**config.mk**
```make
export PLATFORM = sky130hd
export DESIGN_NAME = pong_datapath
export DESIGN_NICKNAME = d
export VERILOG_FILES = /design/src/rtl/pong_datapath.sv
export SDC_FILE = /design/constraint.sdc
export NUM_CORES = 1
export LEC_CHECK = 0
export ABC_AREA = 1
export BUFFER_PORTS_ARGS = -buffer_cell sky130_fd_sc_hd__buf_2
export CAP_MARGIN = 20
export CORE_MARGIN = 2
export CORE_UTILIZATION = 48
export CTS_CLUSTER_DIAMETER = 150
export DETAILED_ROUTE_END_ITERATION = 12
export PLACE_DENSITY = 0.65
export SYNTH_ARGS = -nofsm -noshare
export SYNTH_HDL_FRONTEND = slang
export SYNTH_SLANG_ARGS = --single-unit
```
**constraint.sdc**
```tcl
create_clock -name clk -period 4.5 [get_ports clk]
set_clock_uncertainty 0.2 [all_clocks]
set_input_delay 0.45 -clock clk [delete_from_list [all_inputs] [get_ports clk]]
set_output_delay 0.45 -clock clk [all_outputs]
set_load 0.02 [all_outputs]
```
**src/rtl/pong_datapath.sv**
```systemverilog
// Pong datapath: owns paddle/ball positions, movement and collision, and
// drives the zero-latency pixel stream while the control FSM holds a draw strobe.
module pong_datapath #(
   parameter int         SCREEN_W    = 160,
   parameter int         SCREEN_H    = 120,
   parameter int         PAD_W       = 2,
   parameter int         PAD_H       = 16,
   parameter int         BALL_SIZE   = 4,
   parameter int         LEFT_PAD_X  = 4,
   parameter int         RIGHT_PAD_X = 154,
   parameter int         PAD_STEP    = 2,
   parameter logic [2:0] PAD_COLOUR  = 3'b111,
   parameter logic [2:0] BALL_COLOUR = 3'b110,
   parameter logic [2:0] BG_COLOUR   = 3'b000
) (
   input  logic       clk,
   input  logic       resetn,
   input  logic       menu,
   input  logic       move_pads,
   input  logic       move_ball,
   input  logic       clear_screen,
   input  logic       load_left_pad,
   input  logic       draw_left_pad,
   input  logic       load_right_pad,
   input  logic       draw_right_pad,
   input  logic       load_ball,
   input  logic       draw_ball,
   input  logic       reset_delta,
   input  logic       left_up,
   input  logic       left_down,
   input  logic       right_up,
   input  logic       right_down,
   output logic [7:0] x,
   output logic [6:0] y,
   output logic [2:0] colour,
   output logic       gameover
);
   localparam logic [6:0] PAD_Y_MAX  = 7'(SCREEN_H - PAD_H);
   localparam logic [6:0] PAD_Y_RST  = 7'((SCREEN_H - PAD_H) / 2);
   localparam logic [7:0] BALL_X_RST = 8'((SCREEN_W - BALL_SIZE) / 2);
   localparam logic [6:0] BALL_Y_RST = 7'((SCREEN_H - BALL_SIZE) / 2);
   localparam logic [6:0] STEP       = 7'(PAD_STEP);

   logic [6:0] pad_l_q, pad_l_d, pad_r_q, pad_r_d;
   logic [7:0] ball_x_q, ball_x_d;
   logic [6:0] ball_y_q, ball_y_d;
   logic       dir_x_q, dir_x_d, dir_y_q, dir_y_d;   // 1 = right / down
   logic [7:0] org_x_q, org_x_d;
   logic [6:0] org_y_q, org_y_d;
   logic [2:0] col_q, col_d;
   logic [3:0] off_x_q, off_x_d, off_y_q, off_y_d;
   logic [7:0] clr_x_q, clr_x_d;
   logic [6:0] clr_y_q, clr_y_d;

   logic [7:0] ball_bot_s;
   logic [8:0] ball_rgt_s;
   logic       overlap_l_s, overlap_r_s;
   logic       dir_x_s, dir_y_s, at_edge_s;
   logic       draw_pad_s, draw_any_s;
   logic [3:0] shape_w_m1_s, shape_h_m1_s;

   function automatic logic [6:0] pad_move(input logic [6:0] pos, input logic up, input logic dn);
      logic [6:0] res;
      if (up && !dn) begin
         res = (pos < STEP) ? 7'd0 : pos - STEP;
      end else if (dn && !up) begin
         res = (pos > PAD_Y_MAX - STEP) ? PAD_Y_MAX : pos + STEP;
      end else begin
         res = pos;
      end
      return res;
   endfunction

   assign ball_bot_s  = {1'b0, ball_y_q} + 8'(BALL_SIZE);
   assign ball_rgt_s  = {1'b0, ball_x_q} + 9'(BALL_SIZE);
   assign overlap_l_s = (ball_bot_s > {1'b0, pad_l_q}) &&
                        ({1'b0, ball_y_q} < ({1'b0, pad_l_q} + 8'(PAD_H)));
   assign overlap_r_s = (ball_bot_s > {1'b0, pad_r_q}) &&
                        ({1'b0, ball_y_q} < ({1'b0, pad_r_q} + 8'(PAD_H)));
   assign gameover    = (!dir_x_q && (ball_x_q == 8'd0)) ||
                        (dir_x_q && (ball_rgt_s == 9'(SCREEN_W)));

   // Ball direction after wall and paddle reflection; at_edge pins x at an outer edge.
   always_comb begin
      if (dir_y_q && (ball_bot_s == 8'(SCREEN_H))) begin
         dir_y_s = 1'b0;
      end else if (!dir_y_q && (ball_y_q == 7'd0)) begin
         dir_y_s = 1'b1;
      end else begin
         dir_y_s = dir_y_q;
      end
      if (!dir_x_q && (ball_x_q == 8'(LEFT_PAD_X + PAD_W)) && overlap_l_s) begin
         dir_x_s = 1'b1;
      end else if (dir_x_q && (ball_rgt_s == 9'(RIGHT_PAD_X)) && overlap_r_s) begin
         dir_x_s = 1'b0;
      end else begin
         dir_x_s = dir_x_q;
      end
      at_edge_s = (!dir_x_s && (ball_x_q == 8'd0)) ||
                  (dir_x_s && (ball_rgt_s == 9'(SCREEN_W)));
   end

   // Game-state next values: one update per cycle, menu > move_ball > move_pads > load.
   always_comb begin
      pad_l_d  = pad_l_q;
      pad_r_d  = pad_r_q;
      ball_x_d = ball_x_q;
      ball_y_d = ball_y_q;
      dir_x_d  = dir_x_q;
      dir_y_d  = dir_y_q;
      org_x_d  = org_x_q;
      org_y_d  = org_y_q;
      col_d    = col_q;
      if (menu) begin
         pad_l_d  = PAD_Y_RST;
         pad_r_d  = PAD_Y_RST;
         ball_x_d = BALL_X_RST;
         ball_y_d = BALL_Y_RST;
         dir_x_d  = 1'b1;
         dir_y_d  = 1'b1;
      end else if (move_ball) begin
         dir_y_d  = dir_y_s;
         dir_x_d  = dir_x_s;
         ball_y_d = dir_y_s ? ball_y_q + 7'd1 : ball_y_q - 7'd1;
         if (at_edge_s) begin
            ball_x_d = ball_x_q;
         end else begin
            ball_x_d = dir_x_s ? ball_x_q + 8'd1 : ball_x_q - 8'd1;
         end
      end else if (move_pads) begin
         pad_l_d = pad_move(pad_l_q, left_up, left_down);
         pad_r_d = pad_move(pad_r_q, right_up, right_down);
      end else if (load_left_pad) begin
         org_x_d = 8'(LEFT_PAD_X);
         org_y_d = pad_l_q;
         col_d   = PAD_COLOUR;
      end else if (load_right_pad) begin
         org_x_d = 8'(RIGHT_PAD_X);
         org_y_d = pad_r_q;
         col_d   = PAD_COLOUR;
      end else if (load_ball) begin
         org_x_d = ball_x_q;
         org_y_d = ball_y_q;
         col_d   = BALL_COLOUR;
      end else begin
         col_d = col_q;
      end
   end

   assign draw_pad_s   = draw_left_pad || draw_right_pad;
   assign draw_any_s   = draw_pad_s || draw_ball;
   assign shape_w_m1_s = draw_pad_s ? 4'(PAD_W - 1) : 4'(BALL_SIZE - 1);
   assign shape_h_m1_s = draw_pad_s ? 4'(PAD_H - 1) : 4'(BALL_SIZE - 1);

   // Sweep counters: clear raster and shape offsets, both row-major with wrap.
   always_comb begin
      off_x_d = off_x_q;
      off_y_d = off_y_q;
      clr_x_d = clr_x_q;
      clr_y_d = clr_y_q;
      if (reset_delta) begin
         off_x_d = 4'd0;
         off_y_d = 4'd0;
         clr_x_d = 8'd0;
         clr_y_d = 7'd0;
      end else if (clear_screen) begin
         if (clr_x_q == 8'(SCREEN_W - 1)) begin
            clr_x_d = 8'd0;
            clr_y_d = (clr_y_q == 7'(SCREEN_H - 1)) ? 7'd0 : clr_y_q + 7'd1;
         end else begin
            clr_x_d = clr_x_q + 8'd1;
         end
      end else if (draw_any_s) begin
         if (off_x_q == shape_w_m1_s) begin
            off_x_d = 4'd0;
            off_y_d = (off_y_q == shape_h_m1_s) ? 4'd0 : off_y_q + 4'd1;
         end else begin
            off_x_d = off_x_q + 4'd1;
         end
      end else begin
         off_x_d = off_x_q;
      end
   end

   // Pixel stream is combinational so the adapter captures it on the plot edge.
   always_comb begin
      if (clear_screen) begin
         x      = clr_x_q;
         y      = clr_y_q;
         colour = BG_COLOUR;
      end else if (draw_any_s) begin
         x      = org_x_q + {4'd0, off_x_q};
         y      = org_y_q + {3'd0, off_y_q};
         colour = col_q;
      end else begin
         x      = org_x_q + {4'd0, off_x_q};
         y      = org_y_q + {3'd0, off_y_q};
         colour = BG_COLOUR;
      end
   end

   // State registers with asynchronous reset to the menu position.
   always_ff @(posedge clk or negedge resetn) begin
      if (!resetn) begin
         pad_l_q  <= PAD_Y_RST;
         pad_r_q  <= PAD_Y_RST;
         ball_x_q <= BALL_X_RST;
         ball_y_q <= BALL_Y_RST;
         dir_x_q  <= 1'b1;
         dir_y_q  <= 1'b1;
         org_x_q  <= 8'd0;
         org_y_q  <= 7'd0;
         col_q    <= BG_COLOUR;
         off_x_q  <= 4'd0;
         off_y_q  <= 4'd0;
         clr_x_q  <= 8'd0;
         clr_y_q  <= 7'd0;
      end else begin
         pad_l_q  <= pad_l_d;
         pad_r_q  <= pad_r_d;
         ball_x_q <= ball_x_d;
         ball_y_q <= ball_y_d;
         dir_x_q  <= dir_x_d;
         dir_y_q  <= dir_y_d;
         org_x_q  <= org_x_d;
         org_y_q  <= org_y_d;
         col_q    <= col_d;
         off_x_q  <= off_x_d;
         off_y_q  <= off_y_d;
         clr_x_q  <= clr_x_d;
         clr_y_q  <= clr_y_d;
      end
   end
endmodule

```
==> impl_summary.txt <==
----------------------------------------------------
[Synth]
  Async S/R FF share, synth ... 100%
  Area share of xor/xnor cells in the synthesized design ... 4.34%
  Combinational family with the most area after synthesis ... simple AND/OR/NAND/NOR gates
  Fraction of the mapped netlist area in compound gates ... 17.5%
  Part of the Yosys area used for sequential elements ... 30.9%
  Syn. warnings ... 0
  Number of enable-type register cells in the synthesized netlist ... 0
  Avg Inst Size Synth ... 7.48 µm²
  Prevailing post-synth register cell ... sky130_fd_sc_hd__dfrtp_1
  Simple-gate share of the synthesized area ... 23.2%
  Number of distinct standard cells referenced by the synthesized netlist ... 54
  Combined area of all synthesized cells ... 5650 µm²
  Multiplexer share of the synthesized area ... 0.576%
  Synthesized net count ... 836
  Synth Instances ... 755
  Count of state elements after synthesis ... 69
  Adder and majority gate portion of the synthesized area ... 14.7%

[Timing]
  Worst Tran Pin Value ... 0.674 ns
  Final setup violating endpoints ... 0
  Clock period minus worst slack ... 3.76 ns
  Pins Over Slew Limit ... 0
  Ratio of final minimum period to clock period ... 83.6%
  Number of failing hold endpoints at the final stage ... 0
  Total negative setup slack ... 0 ns
  Minimum hold slack ... 0.230 ns
  Worst slew margin relative to its limit ... 55.0%
  Setup repair after global routing missed its margin ... false
  FMAX ... 266 MHz

[Clock network]
  Longest Clk Path Bufs ... 2
  TritonCTS clock tree ... done
  Clock Tree Root ... sky130_fd_sc_hd__clkbuf_16
  # clock sinks ... 69
  Number of gates given a new drive strength after cts ... 0
  Clk_lat worst skew ... 0.34 ns
  Clk slew on worst S/H paths ... 0.06 ns
  Total clock buffers created by CTS ... 9
  Maximum level of the CTS H-tree ... 3

[Placed design]
  Placed Instances ... 924
  Number of port buffers ... 35
  Estimated wirelength of the detail-placed design ... 11000 µm
  Placer's final routability congestion estimate ... 0.905

[Setup path]
  R2R Setup Slk ... 0.74 ns
  Kind of capture point of the worst setup path ... flip-flop
  Crit start category ... flip-flop
  Count of cells along the worst register-to-register path ... 22
  Critical path arrival ... 3.83 ns
  CP required ... 4.57 ns
  Launch point of the worst path ... ball_y_q[3]
  Type of the worst setup path ... flip-flop to flip-flop
  Worst R2R Start ... ball_y_q[3]
  Worst R2R End ... ball_x_q[6]
  CP Max Fanout ... 7
  End point of the critical path ... ball_x_q[6]

[Floorplanning]
  Number of top-level pins ... 36
  Vertical die dimension ... 112 µm
  Standard cell core area ... 11500 µm²
  Die outline width ... 112 µm
  Total Die Area ... 12700 µm²
  Row cnt ... 39
  Initial core utilization ... 49.3%

[Job]
  Max-cap violations ... 0

[Route]
  Average routed wire per standard cell ... 15.0 µm
  Number of vias per cell after detailed routing ... 5.47
  Total vias in the final route ... 5149
  Post-detailed-route count of antenna-violating nets ... 0
  DRC errors left ... 0
  Initial DRT Pass Iterations ... 5
  Overall routed net length ... 14200 µm
  DR iter-0 viols ... 370

[Cells and area]
  Fraction of layout instances using a drive strength above 1 ... 12.9%
  Filler Cell Count ... 1074
  Growth of design area from synthesis to finish ... 11.0%
  Post-Route Utilization ... 54.7%
  Final Non-Filler Cells ... 941
  Area of the multi-input gates ... 3410 µm²
  Final antenna diode count ... 0
  Sequential cell area ... 1750 µm²
  Final net count ... 874

[GRT]
  Total Routing Usage GR ... 23.2%
  Total global routing overflow ... 0
  Pin count of the biggest net entering global routing ... 30
  Via count of the first global-routing pass ... 4975
  Initial antenna violation count ... 0
  First-pass GRT wire length ... 23700 µm

[Power]
  Peak supply drop ... 181 µV
  Power per unit of standard cell area ... 311 nW/µm²
  Leakage dissipation ... 3.06 nW

[Min path]
  Number of stages on the worst hold path ... 4
  Worst min-delay path class ... primary input to flip-flop

[Status]
  Result of the run ... complete, no violations

----------------------------------------------------
report_power, final:
group / switching (W) / internal, W
clock network: 0.000277 / 0.000443
registers: 0.0000571 / 0.000678
logic: 0.000317 / 0.000176
state kept, by name, indices dropped and copies added (netlist names):
name,flops
pad_r_q,6
clr_y_q,7
dir_x_q,1
ball_x_q,8
off_y_q,4
clr_x_q,8
pad_l_q,6
off_x_q,4
dir_y_q,1
col_q,2
org_x_q,8
org_y_q,7
ball_y_q,7
worst min-delay path by stage:
| stage | from | to | slack, ns |
|---|---|---|---|
| after global routing | move_ball | ball_y_q[6] | 0.24 |
| after floorplan | resetn | ball_x_q[0] | -0.05 |
| final | move_ball | ball_y_q[6] | 0.23 |
| after global placement | col_q[1] | col_q[1] | 0.24 |
| after CTS | move_ball | ball_y_q[6] | 0.23 |
| after detailed placement | col_q[1] | col_q[1] | 0.24 |
metrics by stage:
step | total power [W] | instance area, µm² | worst slack, ns
2_1_floorplan | 0.00108 | 5650 | 1.11
3_3_place_gp | 0.00122 | 5960 | 0.891
3_5_place_dp | 0.00123 | 5960 | 0.768
4_1_cts | 0.00196 | 6270 | 0.744
5_1_grt | 0.00207 | 6270 | 0.378
6_report | 0.00195 | 6270 | 0.739
routing by layer:
| metal | part of all wire [%] | wire (µm) | vias to the layer above | track usage (%) |
|---|---|---|---|---|
| met3 | 4.2 | 598 | 23 | 4.16 |
| met2 | 48 | 6760 | 117 | 38.6 |
| met5 | 0 | 0 | - | 0 |
| li1 | - | - | 2598 | - |
| met4 | 2.5 | 356 | 0 | 9.51 |
| met1 | 45 | 6440 | 2411 | 29.8 |
cell usage after synthesis (2+ instances only):
cell type / count / area share [%]
sky130_fd_sc_hd__nor2_1: 49 / 3.3
sky130_fd_sc_hd__nand4_1: 7 / 0.78
sky130_fd_sc_hd__nor2_2: 7 / 0.78
sky130_fd_sc_hd__inv_2: 6 / 0.40
sky130_fd_sc_hd__nand2_1: 150 / 10
sky130_fd_sc_hd__o32ai_1: 2 / 0.31
sky130_fd_sc_hd__ha_1: 60 / 13
sky130_fd_sc_hd__xnor2_1: 6 / 0.93
sky130_fd_sc_hd__dfrtp_1: 53 / 23
sky130_fd_sc_hd__fa_1: 4 / 1.4
sky130_fd_sc_hd__o21ai_0: 62 / 5.5
sky130_fd_sc_hd__nand2_2: 8 / 0.89
sky130_fd_sc_hd__a22oi_1: 3 / 0.40
sky130_fd_sc_hd__o21ai_1: 5 / 0.44
sky130_fd_sc_hd__o31ai_1: 2 / 0.27
sky130_fd_sc_hd__a31oi_1: 3 / 0.33
sky130_fd_sc_hd__o22ai_1: 18 / 2.0
sky130_fd_sc_hd__inv_1: 109 / 7.2
sky130_fd_sc_hd__nand3b_1: 3 / 0.40
sky130_fd_sc_hd__nor4_1: 2 / 0.22
sky130_fd_sc_hd__a2bb2oi_2: 2 / 0.53
sky130_fd_sc_hd__o211ai_1: 13 / 1.7
sky130_fd_sc_hd__o41ai_1: 2 / 0.31
sky130_fd_sc_hd__buf_2: 5 / 0.44
sky130_fd_sc_hd__clkbuf_1: 4 / 0.27
sky130_fd_sc_hd__xor2_1: 22 / 3.4
sky130_fd_sc_hd__nand3_1: 50 / 4.4
sky130_fd_sc_hd__dfstp_2: 16 / 7.4
sky130_fd_sc_hd__nor3_1: 9 / 0.80
sky130_fd_sc_hd__a21oi_1: 49 / 4.3
cell usage in the layout (no fill, tap or decap), drive strengths merged, types with 3 or more instances in the layout:
master    n
nand2   158
inv     116
o21ai    68
ha       60
nor2     58
dfrtp    53
nand3    51
a21oi    50
buf      37
xor2     22
o22ai    18
dfstp    16
o211ai   13
clkbuf   12
nor3     11
nand4     7
xnor2     6
fa        4
nand3b    3
a22oi     3
a31oi     3
o31ai     3
clkinv    3
repair_timing:
action,CTS,global route
hold buffers,1,0
setup buffers,0,0
hold endpoints to repair,21,0
critical path, stage by stage, from the launching register on:
cell and delay (ns):
sky130_fd_sc_hd__dfstp_2 0.61, sky130_fd_sc_hd__ha_1 0.21, sky130_fd_sc_hd__nand3_1 0.11, sky130_fd_sc_hd__xor2_1 0.14
sky130_fd_sc_hd__inv_1 0.09, sky130_fd_sc_hd__ha_1 0.30, sky130_fd_sc_hd__and3_1 0.18, sky130_fd_sc_hd__nand2_1 0.06
sky130_fd_sc_hd__nand2_1 0.05, sky130_fd_sc_hd__nand2_1 0.04, sky130_fd_sc_hd__nand2_1 0.07, sky130_fd_sc_hd__nand3_1 0.13
sky130_fd_sc_hd__nand2_2 0.15, sky130_fd_sc_hd__inv_1 0.13, sky130_fd_sc_hd__ha_1 0.37, sky130_fd_sc_hd__a21oi_1 0.19
sky130_fd_sc_hd__nand2_1 0.08, sky130_fd_sc_hd__nand2_1 0.08, sky130_fd_sc_hd__nand2_1 0.05, sky130_fd_sc_hd__a21oi_1 0.15
sky130_fd_sc_hd__xnor2_1 0.14, sky130_fd_sc_hd__nor3_1 0.06, sky130_fd_sc_hd__a21oi_1 0.13
final cells by class:
cell class | instances | share of cell area (%)
clock buffers | 12 | 3.93
well taps | 143 | 2.85
repair buffers | 38 | 3.19
clock inverters | 4 | 0.758
inverters | 117 | 7.05
multi-input cells | 558 | 54.4
flip-flops and latches | 69 | 27.9
kinds of logic after synthesis:
kind of cell    count (synthesis)
compound gates                170
fa+ha+maj                      64
buf+inv                       128
flops                          69
mux                             2
simple gates                  294
xor+xnor                       28
Note: power is estimated with default switching activity, not from simulation.
